<file path="src/rtl/if_fetch_stage.sv">
// if_fetch_stage: RV32I fetch stage owning the PC and the IF/ID register.
// Define IF_PERF_CNT_EN to add fetch_count_o / squash_count_o counters.
module if_fetch_stage #(
   parameter logic [31:0] RESET_PC = 32'h0000_0060
) (
   input  logic        clk,
   input  logic        rst,
   output logic        imem_read,
   output logic [31:0] imem_address,
   input  logic        imem_resp,
   input  logic [31:0] imem_rdata,
   input  logic        stall_i,
   input  logic        redirect_i,
   input  logic [31:0] redirect_pc_i,
   output logic        out_valid,
   output logic [31:0] out_pc,
   output logic [31:0] out_instr,
   output logic [31:0] out_i_imm,
   output logic [31:0] out_s_imm,
   output logic [31:0] out_b_imm,
   output logic [31:0] out_u_imm,
   output logic [31:0] out_j_imm
`ifdef IF_PERF_CNT_EN
   ,
   output logic [31:0] fetch_count_o,
   output logic [31:0] squash_count_o
`endif
);

   typedef enum logic [1:0] {IDLE, FETCH, DRAIN, HOLD} state_t;

   state_t      state_q, state_d;
   logic [31:0] pc_q, pc_d;
   logic [31:0] inflight_q, inflight_d;
   logic        out_valid_q, out_valid_d;
   logic [31:0] out_pc_q, out_pc_d;
   logic [31:0] out_instr_q, out_instr_d;
   logic        skid_valid_q, skid_valid_d;
   logic [31:0] skid_pc_q, skid_pc_d;
   logic [31:0] skid_instr_q, skid_instr_d;
   logic        accept;
   logic [31:0] pc_inc;

   assign accept       = !out_valid_q || !stall_i;
   assign pc_inc       = pc_q + 32'd4;
   assign imem_read    = (state_q == FETCH) || (state_q == DRAIN);
   assign imem_address = (state_q == DRAIN) ? inflight_q : pc_q;

   always_comb begin
      state_d      = state_q;
      pc_d         = pc_q;
      inflight_d   = inflight_q;
      out_valid_d  = out_valid_q;
      out_pc_d     = out_pc_q;
      out_instr_d  = out_instr_q;
      skid_valid_d = skid_valid_q;
      skid_pc_d    = skid_pc_q;
      skid_instr_d = skid_instr_q;
      if (redirect_i) begin
         pc_d         = redirect_pc_i & 32'hFFFF_FFFC;
         out_valid_d  = 1'b0;
         out_pc_d     = '0;
         out_instr_d  = '0;
         skid_valid_d = 1'b0;
         unique case (state_q)
            IDLE, HOLD: state_d = FETCH;
            FETCH: begin
               // an unanswered request must still be drained before refetch
               if (imem_resp) begin
                  state_d = FETCH;
               end else begin
                  state_d    = DRAIN;
                  inflight_d = pc_q;
               end
            end
            DRAIN: state_d = imem_resp ? FETCH : DRAIN;
         endcase
      end else begin
         unique case (state_q)
            IDLE: state_d = FETCH;
            FETCH: begin
               if (imem_resp) begin
                  pc_d = pc_inc;
                  if (accept) begin
                     out_valid_d = 1'b1;
                     out_pc_d    = pc_q;
                     out_instr_d = imem_rdata;
                  end else begin
                     skid_valid_d = 1'b1;
                     skid_pc_d    = pc_q;
                     skid_instr_d = imem_rdata;
                     state_d      = HOLD;
                  end
               end else if (out_valid_q && !stall_i) begin
                  out_valid_d = 1'b0;
               end
            end
            DRAIN: begin
               if (imem_resp) state_d = FETCH;
            end
            HOLD: begin
               if (!stall_i) begin
                  out_valid_d  = skid_valid_q;
                  out_pc_d     = skid_pc_q;
                  out_instr_d  = skid_instr_q;
                  skid_valid_d = 1'b0;
                  state_d      = FETCH;
               end
            end
         endcase
      end
   end

   always_ff @(posedge clk or posedge rst) begin
      if (rst) begin
         state_q      <= IDLE;
         pc_q         <= RESET_PC;
         inflight_q   <= '0;
         out_valid_q  <= 1'b0;
         out_pc_q     <= '0;
         out_instr_q  <= '0;
         skid_valid_q <= 1'b0;
         skid_pc_q    <= '0;
         skid_instr_q <= '0;
      end else begin
         state_q      <= state_d;
         pc_q         <= pc_d;
         inflight_q   <= inflight_d;
         out_valid_q  <= out_valid_d;
         out_pc_q     <= out_pc_d;
         out_instr_q  <= out_instr_d;
         skid_valid_q <= skid_valid_d;
         skid_pc_q    <= skid_pc_d;
         skid_instr_q <= skid_instr_d;
      end
   end

   assign out_valid = out_valid_q;
   assign out_pc    = out_pc_q;
   assign out_instr = out_instr_q;
   assign out_i_imm = {{20{out_instr_q[31]}}, out_instr_q[31:20]};
   assign out_s_imm = {{20{out_instr_q[31]}}, out_instr_q[31:25],
                       out_instr_q[11:7]};
   assign out_b_imm = {{19{out_instr_q[31]}}, out_instr_q[31],
                       out_instr_q[7], out_instr_q[30:25],
                       out_instr_q[11:8], 1'b0};
   assign out_u_imm = {out_instr_q[31:12], 12'b0};
   assign out_j_imm = {{11{out_instr_q[31]}}, out_instr_q[31],
                       out_instr_q[19:12], out_instr_q[20],
                       out_instr_q[30:21], 1'b0};

`ifdef IF_PERF_CNT_EN
   logic [31:0] fetch_cnt_q, squash_cnt_q;
   logic        load_evt;
   logic        rsp_live;
   logic [1:0]  squash_evt;

   assign rsp_live = imem_resp && imem_read;
   assign load_evt = !redirect_i &&
                     (((state_q == FETCH) && imem_resp && accept) ||
                      ((state_q == HOLD) && !stall_i && skid_valid_q));
   // flushed output, flushed skid and dropped response each count once
   assign squash_evt = redirect_i ?
                       (2'(out_valid_q) + 2'(skid_valid_q) + 2'(rsp_live)) :
                       2'((state_q == DRAIN) && imem_resp);

   always_ff @(posedge clk or posedge rst) begin
      if (rst) begin
         fetch_cnt_q  <= '0;
         squash_cnt_q <= '0;
      end else begin
         fetch_cnt_q  <= fetch_cnt_q + {31'b0, load_evt};
         squash_cnt_q <= squash_cnt_q + {30'b0, squash_evt};
      end
   end

   assign fetch_count_o  = fetch_cnt_q;
   assign squash_count_o = squash_cnt_q;
`endif

endmodule

</file>
<file path="config.mk">
export PLATFORM = sky130hd
export DESIGN_NAME = if_fetch_stage
export DESIGN_NICKNAME = d
export VERILOG_FILES = /design/src/rtl/if_fetch_stage.sv
export SDC_FILE = /design/constraint.sdc
export NUM_CORES = 1
export LEC_CHECK = 0
export BUFFER_PORTS_ARGS = -buffer_cell sky130_fd_sc_hd__buf_2
export CORE_MARGIN = 5
export CORE_UTILIZATION = 53
export CTS_BUF_LIST = sky130_fd_sc_hd__clkbuf_8
export DETAILED_ROUTE_END_ITERATION = 7
export GPL_TIMING_DRIVEN = 0
export PLACE_DENSITY = 0.9
export SLEW_MARGIN = 10
export SYNTH_ARGS = -nofsm -noshare
export SYNTH_HDL_FRONTEND = slang
export SYNTH_SLANG_ARGS = --single-unit
</file>
<file path="constraint.sdc">
create_clock -name clk -period 6.9 [get_ports clk]
set_input_delay 0.69 -clock clk [delete_from_list [all_inputs] [get_ports clk]]
set_output_delay 0.69 -clock clk [all_outputs]
set_load 0.02 [all_outputs]
</file>
# After elaboration in Yosys (flattened, before gate mapping)
# Index checks and enable logic that the tools add are counted.
# word_totals
register_bits	196
input_bits	69
output_inout_bits	258
elab_cells	74
# op_classes
n_addsub	1
eq_ne	10
n_mux	33
n_bitwise	3
n_reduce_logical	18
# op_table
operator	count
$mux W32	12
$pmux W32 S2	2
$add A32 B3 Y32 const B	1
$reduce_and A4 Y1	5
$ne A3 B3 Y1 const B	5
$mux W2	6
$mux W1	9
$pmux W2 S4	1
$eq A2 B2 Y1 const B	2
$ne A4 B3 Y1 const B	1
$ne A4 B4 Y1 const B	1
$pmux W1 S2	2
$pmux W2 S2	1
$reduce_bool A2 Y1	2
$reduce_or A2 Y1	2
$not A1 Y1	3
$reduce_and A3 Y1	1
$reduce_bool A3 Y1	1
$eq A2 B1 Y1 const B	1
$logic_not A1 Y1	2
$logic_not A2 Y1	1
$logic_or A1 B1 Y1	2
$reduce_and A2 Y1	1
$logic_and A1 B1 Y1	1

# Logic depth before layout (Yosys ltp)
# Gate-level depths: netlist (run 1).
# logic_depth
ltp_word	6
mapped_depth	9
ltp_nobuf	6

# Worst setup path after synthesis (run 1)
# No wires, ideal clock.
# synth_path
kind	flip-flop to output port
startpoint	reg out_instr_q[31], in the netlist out_instr[31]
endpoint	out out_b_imm[13]
arrival_time_ps	1881
required_time_ps	6210
path_slack_ps	4329
stages_incl_launch_ff	2
n_path_buf	1
path_cell_list	dfrtp_1 -> buf_4
# synth_lines
item	line	rtl
start: declaration	37	logic [31:0] out_instr_q, out_instr_d;
start signal: assignment	131	out_instr_q <= out_instr_d;
end: declaration	20	output logic [31:0] out_b_imm,
# No word-level cell between the ends.

# Worst setup path after layout (run 1)
# layout_path
startpoint	reg state_q[0]
endpoint	out imem_address[18]
# layout_via
elab_chain_len	2
# layout_rtl
item	line	rtl
start: declaration	32	state_t state_q, state_d;
start signal: assignment	126	state_q <= state_d;
$eq A2 B2 Y1	47	assign imem_address = (state_q == DRAIN) ? inflight_q : pc_q;
$mux W32	47	
end: declaration	9	output logic [31:0] imem_address,
# No other way between the ends.

==> flow_summary.toml, run 1 <==
[run_status]
status = "complete, no violations"

[logic_synthesis]
synth_top_area_share_pct = 45.0
yosysTopAreaCell = "dfrtp_1"
ys_ff_latch = 189
yosys-top-cells-count = "dfrtp_1 (187), mux2_2 (168), buf_4 (163), nor2_1 (82), mux2i_1 (63)"
seq_area_frac_synth_pct = 45.5
synth_cells = 929
synth_edf_count = 0
ys.flop_type = "dfrtp_1"
yosys_warnings = 0
netlist_area_um2 = 10400
synth.avg_cell_area_um2 = 11.2
synth_cell_types = 44
synth.most_common_cell = "dfrtp_1"
synth_top_cells_by_area = "dfrtp_1 (45%), mux2_2 (18%), buf_4 (12%), mux2i_1 (6.1%), nor2_1 (3.0%)"
synthArstFlopShare_pct = 100

[global_route]
grt_use_total_pct = 22.8
grt_pass1_wl_mm = 40.8
overflow = 0
antenna_found_initial = 2
grt_pass1_vias = 7789
grt_max_degree = 105

[clock_network]
clockBufferDepth = 2
ctsHoldBuffers = 0
h-tree-depth = 4
clkLatencyLatePin_ns = 0.47
post_cts_resized = 0
cts_tree = "yes"
post_cts_buffers = 0
numCtsBuffers = 17
numClockSinks = 189
clockRootBuffer = "clkbuf_8"
clk_pin_slew_ns = 0.10

[setup_path]
r2r_cells = 7
rrSetupSlack_ns = 4.24
startpoint = "state_q[0]"
cp.arrival_ns = 2.79
timing.rr.end = "skid_instr_q[31]"
rr_startpoint = "state_q[1]"
worstSetupEndpointType = "output port"
cp-endpoint = "imem_address[18]"
start_kind = "register"
criticalPathCategory = "reg2out"
cp.required_ns = 6.21
cp_max_fo = 10

[drt]
wl_per_cell_um = 17.0
drt-pass1-iter-count = 5
vias = 7940
wl_mm = 26.3
via_per_inst = 5.12
drt_iter0_drc = 486
drcViolationCount = 0
drtAntennaViolNets = 0

[power]
totalPowerFinal_mw = 4.24
leakage_nw = 6.73
power_density_nw_per_um2 = 333
ir_drop_mv = 0.174

[final_layout]
fin_util_pct = 65.7
syn_to_final_growth_pct = 22.6
drive_gt1_share_pct = 55.3
nets = 1345
stdcell_count = 1552

[sta]
final_hold_viol_count = 0
period_share_pct = 50.4
fmax_mhz = 287
worst_pin_slew_ns = 1.01
timing.final.crit_period_ns = 3.48
relSlewSlack_pct = 32.0
fin_worst_skew_ns = 0.0193
rsz0062_at_grt = "no"
slew_viol_final = 0
setup_viol = 0

[placement]
port_buffers = 307
gp_congestion = 0.800
dp_hpwl_mm = 19.7
dpl.cell_count = 1518

[floorplan]
pin_count = 327
start_util_pct = 53.6
num_rows = 51
die_y_um = 150
die_w_um = 150
dieArea_um2 = 22500
core-area_um2 = 19400

[flow_run]
cap_violations = 0

[worst_hold_path]
hold_path.class = "in2async"
==> metal layers <==
layer	wire (µm)	global-route usage [%]	share of wire, %
met5	0	0	0
met4	773	9.38	2.9
met3	1740	4.69	6.6
met2	13300	38.3	51
met1	10500	28.8	40
==> placed cells by master (no fill, tap or decap), types with 11 or more instances in the layout <==
cell type / instances
nand2_1: 37
clkbuf_8: 21
o31ai_1: 13
inv_1: 13
nand3_1: 13
clkbuf_1: 25
o21ai_0: 26
nor2_1: 82
conb_1: 16
dfrtp_1: 186
mux2_2: 168
or4_1: 13
mux2i_1: 63
buf_2: 329
buf_4: 163
nand4_1: 11
a31oi_1: 16
==> stage by stage <==
| step | setup TNS, ns | setup WS, ns | hold slack [ns] | instance area, µm² |
|---|---|---|---|---|
| 2_1_floorplan | 0 | 1.07 | 0.450 | 10400 |
| 3_3_place_gp | -197.79 | -1.07 | 0.462 | 12300 |
| 3_5_place_dp | 0 | 3.90 | 0.470 | 12400 |
| 4_1_cts | 0 | 3.37 | 0.316 | 12700 |
| 5_1_grt | 0 | 3.28 | 0.335 | 12700 |
| 6_report | 0 | 3.42 | 0.280 | 12700 |
==> worst max-delay path, cell delays in order, from the launching register on <==
cell	delay, ns
dfrtp_1	0.42
inv_1	0.07
ha_1	0.13
clkbuf_1	0.49
buf_1	0.61
mux2_2	0.43
buf_2	0.16
==> cell families after synthesis <==
logic type	share of synthesized area (%)
compound gates	4.60
xor+xnor	0.927
fa+ha+maj	0.482
buf+inv	15.3
flops	45.5
mux	24.7
other cells	0.0361
simple gates	8.45
==> state kept, by name (all words and copies together) (netlist names) <==
| register | count |
|---|---|
| out_instr | 32 |
| skid_instr_q | 32 |
| out_pc | 31 |
| inflight_q | 30 |
| pc_q | 30 |
| skid_pc_q | 30 |
| state_q | 2 |
| out_valid | 1 |
| skid_valid_q | 1 |
==> worst min path at each step <==
stage | startpoint | end | cells past startpoint
after floorplan | inflight_q[13] | inflight_q[13] | 2
after global placement | inflight_q[14] | inflight_q[14] | 2
after detailed placement | inflight_q[27] | inflight_q[27] | 2
after CTS | rst | out_instr[29] | 2
after global routing | rst | skid_instr_q[22] | 2
final | rst | skid_instr_q[22] | 2
==> report_power, final <==
part           internal [mW]  switching [mW]
sequential              1.45           0.220
combinational          0.890           0.996
clock                  0.285           0.394
total                   2.63            1.61
==> final cells by class <==
| type | instances | area (µm²) |
|---|---|---|
| Inverter | 13 | 56.3 |
| Sequential cell | 189 | 4730 |
| Antenna cell | 2 | 5.00 |
| Clock buffer | 21 | 289 |
| Clock inverter | 11 | 70.1 |
| Timing Repair Buffer | 309 | 1580 |
| Buffer | 223 | 1540 |
| Fill cell | 1497 | 6660 |
| Multi-Input combinational cell | 519 | 4130 |
| Tap cell | 265 | 332 |
(Power assumes the default switching activity.)
==> inputs of run 2 (changes only) <==
--- a/config.mk
+++ b/config.mk
@@ -5,13 +5,14 @@
 export SDC_FILE = /design/constraint.sdc
 export NUM_CORES = 1
 export LEC_CHECK = 0
+export ABC_AREA = 1
 export BUFFER_PORTS_ARGS = -buffer_cell sky130_fd_sc_hd__buf_2
 export CORE_MARGIN = 5
-export CORE_UTILIZATION = 53
+export CORE_UTILIZATION = 48
 export CTS_BUF_LIST = sky130_fd_sc_hd__clkbuf_8
 export DETAILED_ROUTE_END_ITERATION = 7
 export GPL_TIMING_DRIVEN = 0
-export PLACE_DENSITY = 0.9
+export PLACE_DENSITY = 0.87
 export SLEW_MARGIN = 10
 export SYNTH_ARGS = -nofsm -noshare
 export SYNTH_HDL_FRONTEND = slang
==> constraint.sdc (replaced) <==
create_clock -name clk -period 3.1 [get_ports clk]
set_input_delay 0.31 -clock clk [delete_from_list [all_inputs] [get_ports clk]]
set_output_delay 0.31 -clock clk [all_outputs]
set_load 0.02 [all_outputs]
==> run 2 against run 1 <==
Effect of this change:
- first-iteration DRC count grew 45%
- critical path depth grew 1
- clock skew shrank 0.0075 ns
- largest power group unchanged
- critical endpoint is now imem_address[29]
==> flow_summary.toml, run 2 <==
[sta]
slew_viol_final = 0
relSlewSlack_pct = 49.8
final_hold_viol_count = 0
timing.final.crit_period_ns = 2.75
fin_worst_skew_ns = 0.0118
rsz0062_at_grt = "no"
period_share_pct = 88.8
worst_pin_slew_ns = 0.751
fmax_mhz = 363
setup_viol = 0

[global_route]
grt_pass1_vias = 9052
grt_use_met3_pct = 3.59
top_usage_layer = "met2"
antenna_found_initial = 1
overflow = 0
grt_max_degree = 66
grt_pass1_wl_mm = 49.0
grt_use_met2_pct = 43.9
met1_usage_pct = 33.4
grt_use_total_pct = 25.5

[setup_path]
max_stage_delay_ns = 0.52
rrSetupSlack_ns = 0.71
criticalPathCategory = "reg2out"
path_cells = "inv_1 -> ha_1 -> clkbuf_1 -> clkbuf_1 -> nand2_1 -> o21ai_0 -> buf_2"
start_kind = "register"
crit_top_cell = "clkbuf_1"
cp.required_ns = 2.79
cp_slowest_cell = "clkbuf_1"
worstSetupEndpointType = "output port"
startpoint = "state_q[0]"
cp-endpoint = "imem_address[29]"
r2r_cells = 7
timing.rr.end = "pc_q[24]"
cp.arrival_ns = 2.44
rr_startpoint = "state_q[1]"
cp_max_fo = 10

[floorplan]
die_y_um = 155
num_rows = 53
pin_count = 327
die_w_um = 155
dieArea_um2 = 24100
core-area_um2 = 20900
start_util_pct = 48.5

[power]
p_comb_share_pct = 57.5
power_density_nw_per_um2 = 1080
switchingPower_mw = 6.43
ir_drop_mv = 0.500
p_int_mw = 7.23
swShare_pct = 47.1
clockPowerShare_pct = 11.6
totalPowerFinal_mw = 13.7
leakage_nw = 6.64
pwr-share-seq_pct = 30.9

[clock_network]
cts_tree = "yes"
ctsHoldBuffers = 1
post_cts_buffers = 0
clkLatencyLatePin_ns = 0.47
numClockSinks = 189
post_cts_resized = 0
clockBufferDepth = 2
h-tree-depth = 4
clk_pin_slew_ns = 0.10
clockRootBuffer = "clkbuf_8"
numCtsBuffers = 17

[final_layout]
drive_gt1_share_pct = 36.8
fin_util_pct = 60.4
final_cell_mix = "buf_2 (330), nand2_1 (317), dfrtp_1 (186), buf_4 (163), nor2_1 (110)"
nets = 1647
nFillCells = 1811
syn_to_final_growth_pct = 24.5
final_common_cell = "buf_2"

[placement]
dp_hpwl_mm = 24.0
port_buffers = 307
gp_congestion = 0.969

[logic_synthesis]
synth.avg_cell_area_um2 = 8.27
synth_edf_count = 0
yosys-top-cells-count = "nand2_1 (317), dfrtp_1 (187), buf_4 (163), nor2_1 (110), o21ai_0 (79)"
synth.most_common_cell = "nand2_1"
seq_area_frac_synth_pct = 46.7
yosys_warnings = 0
synth_top_cells_by_area = "dfrtp_1 (46%), buf_4 (12%), nand2_1 (12%), a22oi_1 (4.3%), nor2_1 (4.1%)"
ys_ff_latch = 189
synth_cells = 1225
synthArstFlopShare_pct = 100
synth_cell_types = 37
synth_top_area_share_pct = 46.2
ys.flop_type = "dfrtp_1"
yosysTopAreaCell = "dfrtp_1"
netlist_area_um2 = 10100

[drt]
drt-pass1-iter-count = 7
via_per_inst = 5.10
wl_per_cell_um = 17.0
wl_mm = 31.6
drcViolationCount = 0
drt_iter0_drc = 704
drtAntennaViolNets = 0
vias = 9498

[flow_run]
cap_violations = 0

[run_status]
status = "complete, no violations"

[worst_hold_path]
hold_path.class = "in2reg"
## run 2: worst max-delay path, delay by kind of cell, from the launching register on
family,cells,cell delay (ns)
compound gates,1,0.14
fa+ha+maj,1,0.15
buf+inv,4,1.16
flops,1,0.42
simple gates,1,0.10
## run 2: logic make-up (layout without fill, tap and decap cells)
| logic type | Yosys count | in the layout | share of synthesized area (%) |
|---|---|---|---|
| compound gates | 250 | 250 | 15.5 |
| xor+xnor | 9 | 9 | 0.778 |
| fa+ha+maj | 4 | 4 | 0.494 |
| buf+inv | 288 | 635 | 17.4 |
| flops | 189 | 189 | 46.7 |
| other cells | 1 | 17 | 0.0370 |
| simple gates | 484 | 484 | 19.0 |
## run 2: worst min path at each step
stage / end / cells past startpoint / from
global route: skid_instr_q[12] / 3 / imem_rdata[12]
floorplan: pc_q[10] / 2 / redirect_pc_i[10]
finish: skid_instr_q[11] / 3 / imem_rdata[11]
global placement: skid_instr_q[15] / 2 / skid_instr_q[15]
CTS: skid_instr_q[13] / 3 / imem_rdata[13]
detailed placement: inflight_q[8] / 2 / rst
## run 2: area by class of cell
type / count / area, µm² / share of cell area (%)
Antenna cell: 1 / 2.50 / 0.0198
Buffer: 222 / 1520 / 12.0
Clock buffer: 18 / 248 / 1.96
Clock inverter: 14 / 124 / 0.982
Inverter: 66 / 251 / 1.99
Multi-Input combinational cell: 763 / 3690 / 29.2
Sequential cell: 189 / 4730 / 37.5
Tap cell: 275 / 344 / 2.73
Timing Repair Buffer: 315 / 1700 / 13.5
## run 2: through the flow
stage | cell area, µm² | std cells | hold slack, ns | setup TNS (ns) | setup WS, ns
finish | 12600 | 1863 | 0.0645 | 0 | 0.347
global route | 12600 | 1863 | 0.0567 | 0 | 0.188
CTS | 12600 | 1862 | 0.0331 | 0 | 0.320
detailed placement | 12200 | 1829 | 0.403 | 0 | 0.848
global placement | 12100 | 1822 | 0.454 | -145.47 | -0.794
floorplan | 10200 | 1240 | 0.426 | 0 | 0.357
## run 2: routing by layer
layer  vias up  part of all wire [%]
met5         -                     0
met4         0                   2.6
met3        60                   7.2
met2       463                    49
met1      4473                    41
li1       4502                     -
## run 2: power by group through the flow
stage	logic, mW	registers (mW)	clock network (mW)
after floorplan	5.00	4.65	0
after CTS	7.91	4.21	1.62
after global placement	7.67	4.29	0
final	7.85	4.22	1.58
after detailed placement	7.89	4.26	0
after global routing	8.46	4.37	1.72
==> inputs of run 3 (changes only) <==
--- a/config.mk
+++ b/config.mk
@@ -13,7 +13,7 @@
 export DETAILED_ROUTE_END_ITERATION = 7
 export GPL_TIMING_DRIVEN = 0
 export PLACE_DENSITY = 0.87
-export SLEW_MARGIN = 10
+export SLEW_MARGIN = 20
 export SYNTH_ARGS = -nofsm -noshare
 export SYNTH_HDL_FRONTEND = slang
 export SYNTH_SLANG_ARGS = --single-unit
==> constraint.sdc (replaced) <==
create_clock -name clk -period 3.1 [get_ports clk]
set_input_delay 0.31 -clock clk [delete_from_list [all_inputs] [get_ports clk]]
set_output_delay 0.31 -clock clk [all_outputs]
set_load 0.005 [all_outputs]
==> run 3 against run 2 <==
Effect of this change:
- total power decreased by 13%
- flip-flop and latch count did not move
- sequential share of layout area barely moved
- sequential power grew 0.9%
- final area about the same
- clock-buffer cell count did not move
- register-to-register slack better by 0.07 ns
- combinational power shrank 23%
- via count shrank 0.73%
- utilization about the same
- critical path depth stayed put
- final cell count barely moved
- highest routed layer unchanged
==> flow_summary.toml, run 3 (synthesized netlist as in run 2, its figures left out) <==
[sta]
rsz0062_at_grt = "no"
timing.final.crit_period_ns = 2.76
slew_viol_final = 0
final_hold_viol_count = 0
fin_ws_ns = 0.337
fin_worst_skew_ns = 0.0138
period_share_pct = 89.1
setup_viol = 0
relSlewSlack_pct = 49.3
worst_pin_slew_ns = 0.758
whs_ns = 0.0482
fmax_mhz = 362

[global_route]
grt_pass1_wl_mm = 49.2
antenna_found_initial = 0
grt_max_degree = 42
grt_use_total_pct = 25.7
overflow = 0
grt_pass1_vias = 9098

[final_layout]
final_common_cell = "buf_2"
drive_gt1_share_pct = 36.8
nFillCells = 1806
antenna_cells = 0
multiInputGateArea_um2 = 3690
syn_to_final_growth_pct = 24.5
nets = 1647
seqCellArea_um2 = 4730
final_cell_mix = "buf_2 (330), nand2_1 (317), dfrtp_1 (186), buf_4 (163), nor2_1 (110)"

[setup_path]
cpLargestDelayFamily = "buffers and inverters"
cp_slowest_cell = "clkbuf_1"
rrSetupSlack_ns = 0.78
rr_startpoint = "state_q[1]"
path_cells = "inv_1 -> ha_1 -> clkbuf_1 -> clkbuf_1 -> nand2_1 -> o21ai_0 -> buf_2"
r2r_cells = 7
timing.rr.end = "pc_q[8]"
worstSetupEndpointType = "output port"
start_kind = "register"
cp.arrival_ns = 2.45
cp-endpoint = "imem_address[3]"
cp_max_fo = 10
criticalPathCategory = "reg2out"
cp.depth = 7
startpoint = "state_q[0]"
path_buf_inv = 4
crit_top_cell = "clkbuf_1"
cp.required_ns = 2.79
max_stage_delay_ns = 0.49

[drt]
vias = 9429
wl_mm = 31.5
via_per_inst = 5.06
drt-pass1-iter-count = 5
wl_per_cell_um = 16.9
drcViolationCount = 0
drt_iter0_drc = 731
drtAntennaViolNets = 0

[power]
leakage_nw = 6.64
ir_drop_mv = 0.484
power_density_nw_per_um2 = 943

[placement]
port_buffers = 307
dp_hpwl_mm = 24.1
gp_congestion = 0.969
post-place-ws_ns = 0.868

[clock_network]
clkLatencyLatePin_ns = 0.48
h-tree-depth = 4
clk_pin_slew_ns = 0.10
post_cts_buffers = 0
numCtsBuffers = 17
post_cts_resized = 0
numClockSinks = 189
clockBufferDepth = 2
clockRootBuffer = "clkbuf_8"
cts_tree = "yes"

[floorplan]
dieArea_um2 = 24100
core-area_um2 = 20900
num_rows = 53
die_w_um = 155
die_y_um = 155
pin_count = 327
start_util_pct = 48.5

[run_status]
status = "complete, no violations"

[flow_run]
cap_violations = 0

[worst_hold_path]
hold_path.class = "in2reg"
-- run 3: power by group --
group | total [mW] | leakage, nW | internal (mW) | switching (mW)
clock | 1.59 | 0.191 | 0.661 | 0.931
sequential | 4.26 | 2.38 | 3.46 | 0.807
combinational | 6.04 | 4.07 | 3.09 | 2.95
total | 11.9 | 6.64 | 7.20 | 4.69
-- run 3: cell type report --
type | count | share of cell area, %
clock inverter | 14 | 0.982
inverter | 66 | 1.99
timing repair buffer | 315 | 13.5
clock buffer | 18 | 1.96
tap | 275 | 2.73
sequential | 189 | 37.5
buffer | 222 | 12.0
multi-input combinational | 763 | 29.2
-- run 3: layer usage --
| metal | global-route usage (%) | wire, µm | share of wire (%) | vias to the layer above |
|---|---|---|---|---|
| li1 | - | - | - | 4495 |
| met1 | 33.3 | 12600 | 40 | 4471 |
| met2 | 44.6 | 15800 | 50 | 409 |
| met3 | 4.51 | 2420 | 7.7 | 54 |
| met4 | 7.34 | 607 | 1.9 | 0 |
| met5 | 0 | 0 | 0 | - |
-- run 3: what timing repair did --
action | CTS | global route
setup endpoints to repair | 0 | 0
hold endpoints to repair | 23 | 0
hold buffers | 1 | 0
-- run 3: tightest hold or removal path, cell delays in order --
cell and delay, ns:
buf_2 0.09, nand2_1 0.04, nand2_1 0.05
-- run 3: worst min-delay path by stage --
stage | depth (start not counted) | end | start
after floorplan | 2 | pc_q[10] | redirect_pc_i[10]
after global placement | 2 | skid_instr_q[15] | skid_instr_q[15]
after detailed placement | 2 | inflight_q[8] | rst
after CTS | 3 | skid_instr_q[3] | imem_rdata[3]
after global routing | 3 | skid_instr_q[25] | imem_rdata[25]
final | 3 | skid_instr_q[3] | imem_rdata[3]
-- run 3: through the flow --
step	instance area, µm²	power [mW]	cells	setup TNS [ns]	util, %
after global placement	12100	10.2	1822	-145.47	57.8
final	12600	11.9	1862	0	60.4
after floorplan	10200	7.89	1240	0	-
after CTS	12600	12.0	1862	0	60.4
after detailed placement	12200	10.4	1829	0	58.5
after global routing	12600	12.8	1862	0	60.4
